--- config.mk ---
export PLATFORM = sky130hd
export DESIGN_NAME = orb_m16_deframer
export DESIGN_NICKNAME = d
export VERILOG_FILES = /design/src/rtl/orb_m16_deframer.sv
export SDC_FILE = /design/constraint.sdc
export NUM_CORES = 1
export LEC_CHECK = 0
export CORE_UTILIZATION = 55
export DETAILED_ROUTE_END_ITERATION = 7
export PLACE_DENSITY_LB_ADDON = 0.08
export SYNTH_ARGS = -nofsm -noshare
export SYNTH_HDL_FRONTEND = slang
export SYNTH_SLANG_ARGS = --single-unit
--- constraint.sdc ---
create_clock -name clk -period 2.4 [get_ports clk]
set_input_delay 0.48 -clock clk [delete_from_list [all_inputs] [get_ports clk]]
set_output_delay 0.48 -clock clk [all_outputs]
set_load 0.02 [all_outputs]
--- src/rtl/orb_m16_deframer.sv ---
// orb_m16_deframer
//   Receive side of the M16 orbit link. Recovers NRZ bits from the orbit pin,
//   hunts for the frame marker, and then slices the bit stream into 12-bit
//   telemetry words tagged with their in-frame address.
//
// Ports
//   clk          system clock (clk80MHz)
//   rst          asynchronous active-low reset
//   iOrb         serial orbit line, MSB first, asynchronous to clk
//   oWord        recovered word, held until the next strobe
//   oAddr        word index within the frame, 0 = marker
//   oValid       one-clk strobe, oWord/oAddr valid
//   oFrameStart  one-clk strobe with word 0 when the marker matched
//   oSyncErr     one-clk strobe with word 0 when the marker mismatched while locked
//   oLock        high while frame-locked
//   oFrameCnt    good-marker counter, wraps 255 -> 0
//
// state   | meaning
// --------+-------------------------------------------------------------
// ST_HUNT | sliding 12-bit window compared to SYNC_WORD on every bit
// ST_LOCK | word-aligned; a word is emitted every 12 bits, marker checked at addr 0

module orb_m16_deframer #(
  parameter int unsigned BIT_DIV     = 16,
  parameter logic [11:0] SYNC_WORD   = 12'hE27,
  parameter int unsigned FRAME_WORDS = 2048,
  parameter int unsigned MISS_MAX    = 2
) (
  input  logic        clk,
  input  logic        rst,
  input  logic        iOrb,
  output logic [11:0] oWord,
  output logic [10:0] oAddr,
  output logic        oValid,
  output logic        oFrameStart,
  output logic        oSyncErr,
  output logic        oLock,
  output logic [7:0]  oFrameCnt
);

  localparam int unsigned PH_W   = $clog2(BIT_DIV);
  localparam int unsigned MISS_W = $clog2(MISS_MAX + 1);

  localparam logic [PH_W-1:0]   PH_SAMPLE = PH_W'(BIT_DIV / 2 - 1);
  localparam logic [PH_W-1:0]   PH_LAST   = PH_W'(BIT_DIV - 1);
  localparam logic [10:0]       ADDR_MASK = 11'(FRAME_WORDS - 1);
  localparam logic [MISS_W-1:0] MISS_LIM  = MISS_W'(MISS_MAX);

  typedef enum logic {ST_HUNT, ST_LOCK} state_t;

  state_t            state_q;
  logic [2:0]        sync_q;
  logic [PH_W-1:0]   phase_q;
  // Only the 11 older bits are stored; the full 12-bit window is shift_d.
  logic [10:0]       shift_q;
  logic [3:0]        bit_cnt_q;
  logic [10:0]       word_cnt_q;
  logic [MISS_W-1:0] miss_cnt_q;
  logic [11:0]       word_q;
  logic [10:0]       addr_q;
  logic              valid_q;
  logic              fstart_q;
  logic              serr_q;
  logic [7:0]        fcnt_q;

  logic              orb_edge;
  logic              bit_stb;
  logic [PH_W-1:0]   phase_d;
  logic [11:0]       shift_d;
  logic [MISS_W-1:0] miss_d;

  // sync_q[1] is the synchronized level; sync_q[2] is its delayed copy.
  assign orb_edge = sync_q[1] ^ sync_q[2];
  // An edge on the sample phase realigns the bit instead of sampling it.
  assign bit_stb  = !orb_edge && (phase_q == PH_SAMPLE);
  assign shift_d  = {shift_q, sync_q[1]};
  assign miss_d   = miss_cnt_q + MISS_W'(1);

  always_comb begin
    phase_d = phase_q + PH_W'(1);
    if (orb_edge || phase_q == PH_LAST) phase_d = '0;
  end

  always_ff @(posedge clk or negedge rst) begin
    if (!rst) begin
      state_q    <= ST_HUNT;
      sync_q     <= '0;
      phase_q    <= '0;
      shift_q    <= '0;
      bit_cnt_q  <= '0;
      word_cnt_q <= '0;
      miss_cnt_q <= '0;
      word_q     <= '0;
      addr_q     <= '0;
      valid_q    <= 1'b0;
      fstart_q   <= 1'b0;
      serr_q     <= 1'b0;
      fcnt_q     <= '0;
    end else begin
      sync_q   <= {sync_q[1:0], iOrb};
      phase_q  <= phase_d;
      valid_q  <= 1'b0;
      fstart_q <= 1'b0;
      serr_q   <= 1'b0;
      if (bit_stb) begin
        shift_q <= shift_d[10:0];
        case (state_q)
          ST_HUNT: begin
            if (shift_d == SYNC_WORD) begin
              state_q    <= ST_LOCK;
              valid_q    <= 1'b1;
              fstart_q   <= 1'b1;
              word_q     <= shift_d;
              addr_q     <= '0;
              fcnt_q     <= fcnt_q + 8'd1;
              word_cnt_q <= 11'd1 & ADDR_MASK;
              bit_cnt_q  <= '0;
              miss_cnt_q <= '0;
            end
          end
          ST_LOCK: begin
            if (bit_cnt_q == 4'd11) begin
              bit_cnt_q  <= '0;
              valid_q    <= 1'b1;
              word_q     <= shift_d;
              addr_q     <= word_cnt_q;
              word_cnt_q <= (word_cnt_q + 11'd1) & ADDR_MASK;
              if (word_cnt_q == 11'd0) begin
                if (shift_d == SYNC_WORD) begin
                  fstart_q   <= 1'b1;
                  fcnt_q     <= fcnt_q + 8'd1;
                  miss_cnt_q <= '0;
                end else begin
                  serr_q     <= 1'b1;
                  miss_cnt_q <= miss_d;
                  if (miss_d == MISS_LIM) state_q <= ST_HUNT;
                end
              end
            end else begin
              bit_cnt_q <= bit_cnt_q + 4'd1;
            end
          end
          default: state_q <= ST_HUNT;
        endcase
      end
    end
  end

  assign oWord       = word_q;
  assign oAddr       = addr_q;
  assign oValid      = valid_q;
  assign oFrameStart = fstart_q;
  assign oSyncErr    = serr_q;
  assign oLock       = (state_q == ST_LOCK);
  assign oFrameCnt   = fcnt_q;

endmodule

After elaboration in Yosys (flattened, before gate mapping)
Cells that the tools add are included.
{ "totals": {"latchBits": 0, "n_memories": 0, "register_bits": 70, "inputBits": 3, "wordCells": 76, "mem_bits_ro": 0, "mem_bits_rw": 0, "out_inout_bits": 35} }
{ "classes": {"n_bitwise": 2, "mux": 40, "n_reduce_logical": 8, "add_sub_neg": 5, "div_mod_pow": 0, "n_shift": 0, "multipliers": 0, "eq_ne": 8, "order_cmp": 0} }
{ "op_table": {"columns": ["op", "n"], "rows": [
  ["$mux 11", 4],
  ["$pmux 11 s2", 2],
  ["$mux 12", 2],
  ["$mux 8", 3],
  ["$pmux 12 s2", 1],
  ["$pmux 8 s2", 1],
  ["$mux 1", 15],
  ["$eq 12x12->1 const B", 1],
  ["$mux 4", 3],
  ["$add 11x1->11 const B", 1],
  ["$logic_not 11->1", 1],
  ["$add 4x1->4 const B", 2],
  ["$add 8x1->8 const B", 1],
  ["$eq 4x4->1 const B", 2],
  ["$mux 2", 4],
  ["$pmux 4 s2", 1],
  ["$pmux 1 s2", 3],
  ["$reduce_and 3->1", 2],
  ["$eq 4x3->1 const B", 1],
  ["$ne 2x1->1 const B", 2],
  ["$pmux 2 s2", 1],
  ["$reduce_and 4->1", 1],
  ["$add 2x1->2 const B", 1],
  ["$eq 2x2->1 const B", 1],
  ["7 further kinds", 7]
]} }

Logic depth before layout (Yosys ltp)
Gate-level depths: netlist (run 1).
{ "logic_depth": {"depth_word": 7, "ltp_mapped": 9, "depth_no_buf": 7} }

Worst setup path after synthesis (run 1)
OpenSTA, ideal clock, no wires.
{ "synth_timing": {"kind": "register -> register", "from": "reg bit_cnt_q[0]", "to": "reg word_q[0], in the netlist oWord[0]", "synth_period_minus_slack_ns": 1.926, "path_buffers": 2, "setup_time_ns": 0.125, "path_slack_ns": 0.474, "arrival_ns": 1.801, "path_stages_with_launch": 8, "path_cell_list": "dfrtp_1 -> ha_1 -> and3b_1 -> and2_1 -> clkbuf_1 -> o21ai_1 -> buf_2 -> mux2_2"} }
{ "synth_via": {"elab_chain_cells": 3} }
{ "synth_lines": {"columns": ["item", "line", "source"], "rows": [
  ["start, declared", "56", "logic [3:0] bit_cnt_q;"],
  ["start signal, assigned", "140", "bit_cnt_q <= bit_cnt_q + 4'd1;"],
  ["$eq 4x4->1", "122", "if (bit_cnt_q == 4'd11) begin"],
  ["$ne 2x1->1 (no line)", null, null],
  ["$reduce_and 3->1 (no line)", null, null],
  ["end signal, assigned", "113", "word_q <= shift_d;"],
  ["end signal, assigned", "125", "word_q <= shift_d;"],
  ["end, declared", "59", "logic [11:0] word_q;"]
]} }
Every way passes these cells.
A chain may end at the register's enable or synchronous reset.

Final worst setup path (run 1)
{ "layout_timing": {"from": "reg bit_cnt_q[0]", "to": "reg word_q[7], in the netlist oWord[7]"} }
The elaborated chain is that of the path after synthesis.

==> results of run 1 <==
[worst register-to-register path: cells and delay by family (launching register included)]
kind	cells	cell delay, ps
AO/OA/AOI/OAI	1	350
buffers and inverters	1	200
multiplexers	1	340
AND/OR/NAND/NOR	2	480
flip-flops	1	410
adder cells (fa/ha/maj)	1	220
[state kept, by name, summed over array words and instances, names as in the netlist]
name	cells
oLock	1
shift_q	11
oAddr	11
word_cnt_q	11
oFrameStart	1
bit_cnt_q	4
phase_q	4
oFrameCnt	8
miss_cnt_q	2
oValid	1
oWord	12
oSyncErr	1
sync_q	3
[power groups by stage]
stage / Sequential [uW] / Clock (uW) / Combinational (uW)
after floorplan: 1220 / 0 / 22.3
after global placement: 1230 / 0 / 54.0
after detailed placement: 1230 / 0 / 55.6
after CTS: 1200 / 1030 / 55.8
after global routing: 1210 / 1060 / 64.4
final: 1200 / 1010 / 53.1
[layout by cell type (no fill, tap or decap), types with 2 or more instances in the layout]
cell / instances
o2111ai_1: 4
nand2_1: 60
buf_12: 2
nor4_1: 4
o31ai_1: 3
a21o_1: 2
clkbuf_8: 13
o21ai_0: 16
ha_1: 6
xnor2_1: 6
inv_1: 9
nand3_1: 8
nor4_4: 2
or3_1: 2
nor3_1: 2
clkdlybuf4s50_1: 36
buf_4: 7
dfrtp_1: 70
xor2_1: 12
and2_1: 5
mux2_2: 13
o211ai_1: 4
nor3_2: 2
clkinv_2: 2
and3_1: 4
a21oi_1: 4
nor2_1: 13
nand4_1: 2
[cell families after synthesis]
logic type / after synthesis / synth area share (%)
AO/OA/AOI/OAI: 38 / 7.97
XOR/XNOR: 18 / 5.15
adder cells (fa/ha/maj): 6 / 2.45
buffers and inverters: 20 / 3.23
flip-flops: 70 / 57.2
multiplexers: 13 / 4.78
AND/OR/NAND/NOR: 112 / 19.2
[stage by stage]
step | setup WS, ps | instances | utilization [%] | hold WS, ps | area, um2
2_1_floorplan | 474 | 277 | - | 184 | 3060
3_3_place_gp | 368 | 382 | 67.7 | 334 | 3550
3_5_place_dp | 304 | 382 | 67.7 | 354 | 3550
4_1_cts | 277 | 398 | 71.9 | 170 | 3770
5_1_grt | 124 | 398 | 71.9 | 197 | 3770
6_report | 270 | 398 | 71.9 | 135 | 3770
[cell type report]
cell class | count | area (um2) | share of cell area, %
clock buffers | 13 | 179 | 4.75
flip-flops and latches | 70 | 1750 | 46.5
clock inverters | 3 | 40.0 | 1.06
multi-input cells | 187 | 1220 | 32.3
well taps | 70 | 87.6 | 2.33
repair buffers | 46 | 458 | 12.2
inverters | 9 | 33.8 | 0.897
[path summary, 6_finish.rpt]
kind	start	endpoint	slack (ps)	depth (start not counted)
worst max-delay path	bit_cnt_q[0]	oWord[7]	270	6
worst min-delay path	rst	oValid	140	2
worst max register to register	bit_cnt_q[0]	oWord[7]	270	6
worst min register to register	sync_q[0]	sync_q[1]	370	0
max in group asynchronous	rst	shift_q[8]	1930	2
min in group clk	sync_q[0]	sync_q[1]	370	0
[layer usage]
layer / up-vias / part of all wire [%] / wire length, um / track usage, %
li1: 1041 / - / - / -
met1: 1073 / 48 / 2710 / 30.7
met3: 10 / 4.3 / 241 / 6.11
met4: 0 / 1.6 / 89 / 10.8
met5: - / 0 / 0 / 0
met2: 48 / 46 / 2580 / 32.9
==> out/results.tsv, run 1 <==
stage	metric	value	unit
synth	netlist_instances	277	
setup_path	worstSetupEndpointType	flop	
timing	fin_skew	7.39	ps
setup_path	critical_path_class	flop to flop	
clock_tree	clkTransAtPathRegs	70	ps
floorplanning	io_pins	38	
clock_tree	postCtsSetupBuffers	0	
clock_tree	clock_sinks	70	
final_layout	fin_nets	332	
global_route	grt_max_degree	71	
power_and_ir_drop	leakage	0.00175	uW
global_route	antenna_found_initial	0	
clock_tree	cts_tree	yes	
floorplanning	die_area	0.00587	mm2
status	outcome	completed	
synth	synthArstFlopShare	100	%
drt	detail-route-antenna-nets	0	
timing	totalNegativeSetupSlack	0	ps
power_and_ir_drop	switching_power	465	uW
synth	syn_area_per_cell	11.1	um2
setup_path	startpoint_type	flop	
drt	dr.pass1.iters	4	
setup_path	path_max_fanout	18	
final_layout	drive_gt1_share	14.6	%
min_path	hp-class	primary input to asynchronous set/reset pin	
timing	setup_viol	0	
drt	vias	2172	
synth	synth.top_cell.area_share	57.2	%
synth	netlist_area	0.00306	mm2
power_and_ir_drop	p_per_area	601	mW/mm2
place	hpwl	3.79	mm
setup_path	path_cells	ha_1 > and3b_1 > and2_1 > o21ai_2 > buf_12 > mux2_2	
synth	synth-seq-cells	70	
synth	synth.most_common_cell	dfrtp_1	
place	globalplace.congestion	0.790	
clock_tree	cts_made_buffers	9	
setup_path	cp_top_family	simple AND/OR/NAND/NOR gates	
final_layout	nFillCells	389	
global_route	grtUsageTotal	22.3	%
timing	period_minus_slack	2130	ps
clock_tree	root_buffer	clkbuf_8	
global_route	grt-ovfl-total	0	
power_and_ir_drop	switching_share	20.5	%
synth	synth_top_flop_cell	dfrtp_1	
global_route	grt_pass1_wl	10.2	mm
clock_tree	clk_path_buf_depth	2	
setup_path	required	2620	ps
timing	fmax	470	MHz
floorplanning	die_w	76.6	um
setup_path	cpPeakStageDelay	410	ps
clock_tree	cts_hold_buf	0	
synth	yosysSeqAreaShare	57.2	%
final_layout	syn_to_final_growth	23.0	%
final_layout	antenna_cells	0	
timing	rsz0062_at_grt	no	
timing	slew_violations	0	
synth	synth_edf_count	0	
global_route	grt_pass1_vias	2181	
drt	wirelength	5.63	mm
drt	viasPerCell	5.46	
run	maxCapViolCount	0	
floorplanning	core_area	0.00524	mm2
power_and_ir_drop	p_seq_share	53.2	%
clock_tree	clock_latency	330	ps
synth	synthTopCellsByArea	dfrtp_1 (57%), nand2_1 (7.4%), mux2_2 (4.8%), xor2_1 (3.4%), o21ai_0 (2.6%)	
power_and_ir_drop	fin_total_pwr	2270	uW
place	port_buffers	37	
timing	relSlewSlack	67.2	%
power_and_ir_drop	p_int	1800	uW
timing	final-hold-violation-count	0	
timing	finalCritPeriodShare	88.7	%
drt	drtIter0Drc	138	
floorplanning	start_util	58.5	%
drt	drcViolationCount	0	
synth	ys_warn_count	0	
floorplanning	die_h	76.6	um
synth	synth_fp_nets	286	
setup_path	worstPathArrival	2340	ps
setup_path	path_buf_inv	1	
synth	ys_types	40	
synth	synth_commonest_cells	dfrtp_1 (70), nand2_1 (60), o21ai_0 (16)	
synth	yosysTopAreaCell	dfrtp_1	
power_and_ir_drop	peakVddDrop	444	uV
drt	routedWlPerCell	14.1	um
setup_path	slowest_stage	dfrtp_1	
floorplanning	rows	26	
power_and_ir_drop	p_comb_share	2.3	%
timing	worst_slew_pin_slew	488	ps
power_and_ir_drop	p_clk_share	44.5	%
clock_tree	htreeDepth	3	
clock_tree	cts_resized	0	
No activity file was read; power rests on OpenSTA's default activity.
==> inputs of run 2 (changes only) <==
Settings changed: ABC_CLOCK_PERIOD_IN_PS set to 2400, GPL_ROUTABILITY_DRIVEN set to 0.
==> results of run 2 <==
Final layout, timing and power as in run 1 (identical DEF).
